--- src/rtl/qfifo_dispatch_ctrl.sv ---
// Read-side scheduler: pops operand FIFO, issues to quaternion multiplier, hands off result.
// Optional stall counter enabled by defining QDISP_PERF_CNT_EN.
module qfifo_dispatch_ctrl #(
  parameter int DW      = 16,
  parameter int TIMEOUT = 32,
  parameter int CNT_W   = 16
) (
  input  logic            clk,
  input  logic            reset,
  input  logic            enable,
  input  logic            fifo_empty,
  output logic            fifo_read_en,
  output logic            mult_start,
  input  logic            mult_done,
  input  logic [4*DW-1:0] mult_result,
  output logic            res_valid,
  input  logic            res_ready,
  output logic [4*DW-1:0] res_q,
  output logic            busy,
  output logic            timeout_err,
  input  logic            err_clr,
  output logic [CNT_W-1:0] op_count,
  output logic [CNT_W-1:0] stall_cnt
);

  localparam int TW = (TIMEOUT > 2) ? $clog2(TIMEOUT) : 1;
  localparam logic [TW-1:0] LAST = TW'(TIMEOUT - 1);

  typedef enum logic [2:0] {
    S_IDLE,
    S_POP,
    S_ISSUE,
    S_WAIT,
    S_OUT
  } state_t;

  state_t        state;
  state_t        state_nx;
  logic [TW-1:0] wait_cnt;

  logic can_pop;
  logic xfer;
  logic tmo;

  assign can_pop = enable && !fifo_empty;
  assign xfer    = (state == S_OUT) && res_ready;
  assign tmo     = (state == S_WAIT) && !mult_done
                && (wait_cnt == LAST);

  always_comb begin
    state_nx = state;
    unique case (state)
      S_IDLE:  if (can_pop) state_nx = S_POP;
      S_POP:   state_nx = S_ISSUE;
      S_ISSUE: state_nx = S_WAIT;
      S_WAIT: begin
        // completion beats the timeout on the final cycle
        if (mult_done) state_nx = S_OUT;
        else if (tmo)  state_nx = S_IDLE;
      end
      S_OUT: begin
        if (res_ready)
          state_nx = can_pop ? S_POP : S_IDLE;
      end
      default: state_nx = S_IDLE;
    endcase
  end

  always_ff @(posedge clk) begin
    if (reset) begin
      state       <= S_IDLE;
      wait_cnt    <= '0;
      res_q       <= '0;
      timeout_err <= 1'b0;
      op_count    <= '0;
    end else begin
      state <= state_nx;
      if (state == S_ISSUE)
        wait_cnt <= '0;
      else if (state == S_WAIT)
        wait_cnt <= wait_cnt + TW'(1);
      if ((state == S_WAIT) && mult_done)
        res_q <= mult_result;
      if (tmo)
        timeout_err <= 1'b1;
      else if (err_clr)
        timeout_err <= 1'b0;
      if (xfer)
        op_count <= op_count + CNT_W'(1);
    end
  end

  assign fifo_read_en = (state == S_POP);
  assign mult_start   = (state == S_ISSUE);
  assign res_valid    = (state == S_OUT);
  assign busy         = (state != S_IDLE);

`ifdef QDISP_PERF_CNT_EN
  logic [CNT_W-1:0] stall_q;
  logic             stall_hit;

  assign stall_hit = ((state == S_OUT) && !res_ready)
                  || ((state == S_IDLE) && enable && fifo_empty);

  always_ff @(posedge clk) begin
    if (reset)
      stall_q <= '0;
    else if (stall_hit && !(&stall_q))
      stall_q <= stall_q + CNT_W'(1);
  end

  assign stall_cnt = stall_q;
`else
  assign stall_cnt = '0;
`endif

endmodule

--- config.mk ---
export PLATFORM = sky130hd
export DESIGN_NAME = qfifo_dispatch_ctrl
export DESIGN_NICKNAME = d
export VERILOG_FILES = /design/src/rtl/qfifo_dispatch_ctrl.sv
export SDC_FILE = /design/constraint.sdc
export NUM_CORES = 1
export LEC_CHECK = 0
export CORE_AREA = 5 5 88 107
export DETAILED_ROUTE_END_ITERATION = 16
export DIE_AREA = 0 0 93 112
export MAX_ROUTING_LAYER = met4
export PLACE_DENSITY = 0.83
export SLEW_MARGIN = 25
export SYNTH_ARGS = -nofsm -noshare
export SYNTH_HDL_FRONTEND = slang
export SYNTH_SLANG_ARGS = --single-unit
--- constraint.sdc ---
create_clock -name clk -period 4.05 [get_ports clk]
set_clock_uncertainty 0.15 [all_clocks]
set_input_delay 0.405 -clock clk [delete_from_list [all_inputs] [get_ports clk]]
set_output_delay 0.405 -clock clk [all_outputs]
set_load 0.1 [all_outputs]
# Yosys cells after proc, flatten, opt, wreduce, memory -nomap -nowiden
# Index checks and enable logic that the tools add are counted.
[classes] n_mux=8 add_sub_neg=2 eq_ne=8 reduce_logical=12
[op_table] cell="16-bit by 1-bit adder with 16-bit output (second input constant)" n=1
[op_table] cell="3-bit case mux with 5 select lines" n=1
[op_table] cell="3-bit two-way mux" n=4
[op_table] cell="3-bit by 2-bit equality test with 1-bit output (second input constant)" n=2
[op_table] cell="5-bit by 1-bit adder with 5-bit output (second input constant)" n=1
[op_table] cell="5-bit equality test (second input constant)" n=1
[op_table] cell="1-bit logical AND" n=5
[op_table] cell="3-bit by 1-bit equality test with 1-bit output (second input constant)" n=1
[op_table] cell="3-bit equality test (second input constant)" n=1
[op_table] cell="3-bit logical NOT" n=1
[op_table] cell="1-bit two-way mux" n=3
[op_table] cell="3-bit != test (second input constant)" n=1
[op_table] cell="3-bit AND reduction" n=1
[op_table] cell="3-bit nonzero test" n=1
[op_table] cell="1-bit logical NOT" n=2
[op_table] cell="2-bit by 1-bit != test with 1-bit output (second input constant)" n=1
[op_table] cell="2-bit != test (second input constant)" n=1
[op_table] cell="2-bit nonzero test" n=1
[op_table] cell="2-bit OR reduction" n=1
[word_totals] output_inout_bits=101 regBits=89 elab_cells=35 inputBits=71

# Longest topological paths before layout
[depth] depth_word=6 depth_mapped=7 ltp_nobuf=6

# Worst setup path after synthesis
# Ideal clock, no wire load.
[synth_path] kind="reg2out" from="register state[0]" to="output fifo_read_en" arrival_time_ps=2623 n_path_buf=0 stages_incl_launch_ff=2 required_ps=3495 path_slack_ps=872 path_cell_list="dfxtp_1 -> nor3b_1"
[synth_via] elab_chain_cells=1
[synth_lines] element="from (decl)" line="37" rtl="state_t state;"
[synth_lines] element="from (signal assigned)" line="77" rtl="state <= state_nx;"
[synth_lines] element="3-bit by 1-bit equality test with 1-bit output" line="93" rtl="assign fifo_read_en = (state == S_POP);"
[synth_lines] element="to (decl)" line="12" rtl="output logic fifo_read_en,"
# Every way passes these cells.

# Worst setup path in the final report
[layout_path] from="register state[1]" to="output mult_start"
[layout_via] elab_chain_cells=1
[layout_lines] element="3-bit by 2-bit equality test with 1-bit output" line="94" rtl="assign mult_start = (state == S_ISSUE);"
[layout_lines] element="to (decl)" line="13" rtl="output logic mult_start,"
# Every way passes these cells.

==> flow_summary_export.csv <==
group,metric,value,unit
power,p_leak,1.74,nW
setup_path,start_kind,"flop",
synth,syn-cell-area,3450,um2
setup_path,path_class,"flop to output port",
clock_tree,postCtsHoldBufs,0,
timing,rsz0062_at_grt,"no",
floorplan,die_area,10400,um2
placement,globalplace.congestion,0.821,
global_route,grt_max_degree,66,
global_route,grt_use_met3,0.0473,
clock_tree,cts_sinks,89,
power,power_density,325,nW/um2
clock_tree,numCtsBuffers,9,
global_route,grt_util_met1,0.197,
setup_path,cp.arrival,2300,ps
timing,period_share,0.705,
power,p_clk_frac,0.322,
timing,worst_slew_pin_slew,1020,ps
timing,setup_viol,0,
placement,dp_hpwl,6.65,mm
floorplan,die_h,112,um
detailed_routing,viasPerCell,4.90,
synth,synth-seq-cells,89,
setup_path,end_kind,"output port",
global_route,grt_overflow,0,
cells_and_area,seq_area,1780,um2
cells_and_area,drive_above_1_share,0.0366,
setup_path,cp.required,3490,ps
setup_path,crit_slowest_cell,"clkdlybuf4s50_1",
cells_and_area,nets,642,
clock_tree,htree_levels,3,
global_route,grtUsageMet2,0.302,
timing,fmax,0.350,GHz
synth,syn_area_per_cell,8.09,um2
clock_tree,cts-root-buf,"clkbuf_8",
synth,yosysWarnings,0,
timing,fin_crit,2860,ps
placement,post-place-ws,1300,ps
power,intPower,0.00122,W
global_route,globalRoute.busiestLayer,"met2",
setup_path,slowest_delay,1150,ps
detailed_routing,vias,3282,
detailed_routing,drc,0,
clock_tree,clkTransAtPathRegs,80,ps
cells_and_area,multiInputGateArea,1500,um2
floorplan,fp.coreArea,8330,um2
global_route,grt_pass1_vias,3246,
floorplan,rows,37,
clock_tree,cts_tree,"yes",
detailed_routing,post_drt_wl_per_cell,13.6,um
hold_path,hold_class,"flop to flop",
synth,synthCells,426,
timing,timing.final.ws_setup,1190,ps
synth,synth-seq-area-share,0.517,
cells_and_area,antenna_cells,0,
setup_path,worstPathMaxFanout,8,
timing,tns,0,ps
timing,drv_slew,0,
detailed_routing,drt_wl_total,9.13,mm
global_route,antenna_found_initial,0,
detailed_routing,dr.pass1.iters,4,
power,switching_share,0.271,
clock_tree,clock_latency,340,ps
timing,timing.final.hold_violations,0,
power,power.total,0.00168,W
cells_and_area,fill_cells,736,
synth,synthDistinctLibCells,41,
cells_and_area,area_growth,49.4,%
run,maxCapViolCount,0,
clock_tree,post_cts_resized,0,
global_route,grt_pass1_wl,14.9,mm
power,p_seq_frac,0.529,
clock_tree,cts_buffer_depth,2,
detailed_routing,drt-initial-drc-count,134,
setup_path,crit_chain,"or2b_1 > nor2_1 > clkdlybuf4s50_1",
run_status,status,"completed",
placement,port_buffers,155,
power,ir_worst_vdd,0.000196,V
clock_tree,cts_setup_buffers,0,
power,pwr-share-comb,0.148,
detailed_routing,ant_nets,0,
global_route,track_usage,0.180,
floorplan,fp.dieW,93,um
floorplan,start_util,0.414,
power,power.switching,0.000455,W
floorplan,io_pins,172,
timing,slew-limit-headroom,0.318,
-- per-layer routing --
metal | share of wire | wire length [um]
met5 | 0 | 0
met3 | 0.078 | 713
met2 | 0.49 | 4440
met1 | 0.40 | 3700
met4 | 0.031 | 282
-- state kept, by name, summed over array words and instances, names as in the netlist --
name         count
res_q           64
op_count        16
wait_cnt         5
state            3
timeout_err      1
-- final timing paths --
check            endpoint  depth (start not counted)      start  slack [ps]
max            mult_start                          3   state[1]        1190
min             res_q[58]                          2  res_q[58]         300
max reg2reg  op_count[15]                          4   state[2]        1750
min reg2reg     res_q[58]                          2  res_q[58]         300
-- critical path: cells and delay by family (launching register included) --
kind | cells | cell delay [ps]
buffers and inverters | 1 | 1150
flip-flops | 1 | 430
AND/OR/NAND/NOR | 2 | 380
-- power groups by stage --
| stage | clock [W] | combinational, W | sequential [W] |
|---|---|---|---|
| floorplan | 0 | 0.000133 | 0.000943 |
| global placement | 0 | 0.000247 | 0.000907 |
| detailed placement | 0 | 0.000249 | 0.000908 |
| CTS | 0.000566 | 0.000249 | 0.000887 |
| global route | 0.000606 | 0.000259 | 0.000888 |
| finish | 0.000540 | 0.000248 | 0.000887 |
-- per-stage QoR --
stage | hold slack [ps] | std cells | util | area, um2
6_report | 304 | 670 | 0.618 | 5150
3_3_place_gp | 290 | 654 | 0.596 | 4970
4_1_cts | 307 | 670 | 0.618 | 5150
5_1_grt | 318 | 670 | 0.618 | 5150
3_5_place_dp | 296 | 654 | 0.597 | 4970
2_1_floorplan | 317 | 441 | - | 3500
-- synth_stat cells (all sizes together) --
library cell / count / area share
a21oi: 73 / 0.11
nor2b: 1 / 0.0018
nand4b: 1 / 0.0025
and3b: 1 / 0.0029
dfxtp: 89 / 0.52
nor3: 1 / 0.0015
o21a: 1 / 0.0022
and3: 1 / 0.0018
conb: 1 / 0.0011
nor2: 18 / 0.020
and2: 2 / 0.0036
a2111oi: 1 / 0.0025
or3: 6 / 0.012
nand4bb: 1 / 0.0033
o31ai: 1 / 0.0022
nand2b: 1 / 0.0018
mux2: 1 / 0.0033
nor3b: 1 / 0.0022
mux2i: 2 / 0.0058
nand3b: 1 / 0.0022
nor4: 5 / 0.0091
o21ai: 4 / 0.0058
nor4bb: 1 / 0.0029
nand2: 137 / 0.15
inv: 5 / 0.0054
or2: 2 / 0.0036
and4: 1 / 0.0025
xnor2: 8 / 0.020
or2b: 1 / 0.0022
xor2: 4 / 0.010
buf: 24 / 0.045
clkbuf: 16 / 0.017
ha: 3 / 0.011
nand4: 5 / 0.0091
nand3: 4 / 0.0058
or4: 2 / 0.0054
-- layout by cell type, fill, tap and decap left out, drive strengths merged, types with 2 or more instances in the layout --
| master | count |
|---|---|
| nor2 | 18 |
| clkbuf | 14 |
| buf | 2 |
| inv | 5 |
| nand4 | 5 |
| nand2 | 137 |
| xor2 | 4 |
| o21ai | 4 |
| or3 | 6 |
| xnor2 | 8 |
| clkdlybuf4s50 | 154 |
| and2 | 2 |
| ha | 3 |
| or4 | 2 |
| conb | 16 |
| mux2i | 2 |
| dfxtp | 89 |
| nand3 | 4 |
| nor4 | 5 |
| a21oi | 73 |
| or2 | 2 |
-- layout make-up --
type                       instances  share of cell area
clock inverter                     2             0.00243
inverter                           5             0.00364
clock buffer                      14              0.0316
timing repair buffer             156               0.302
sequential                        89               0.346
multi-input combinational        307               0.291
tap                               97              0.0236
-- cell families after synthesis --
kind of cell | share of synthesized area
AND/OR/NAND/NOR | 0.245
flip-flops | 0.517
AO/OA/AOI/OAI | 0.119
buffers and inverters | 0.0675
XOR/XNOR | 0.0305
adder cells (fa/ha/maj) | 0.0109
multiplexers | 0.00907
other | 0.00109
(Power assumes the default switching activity.)
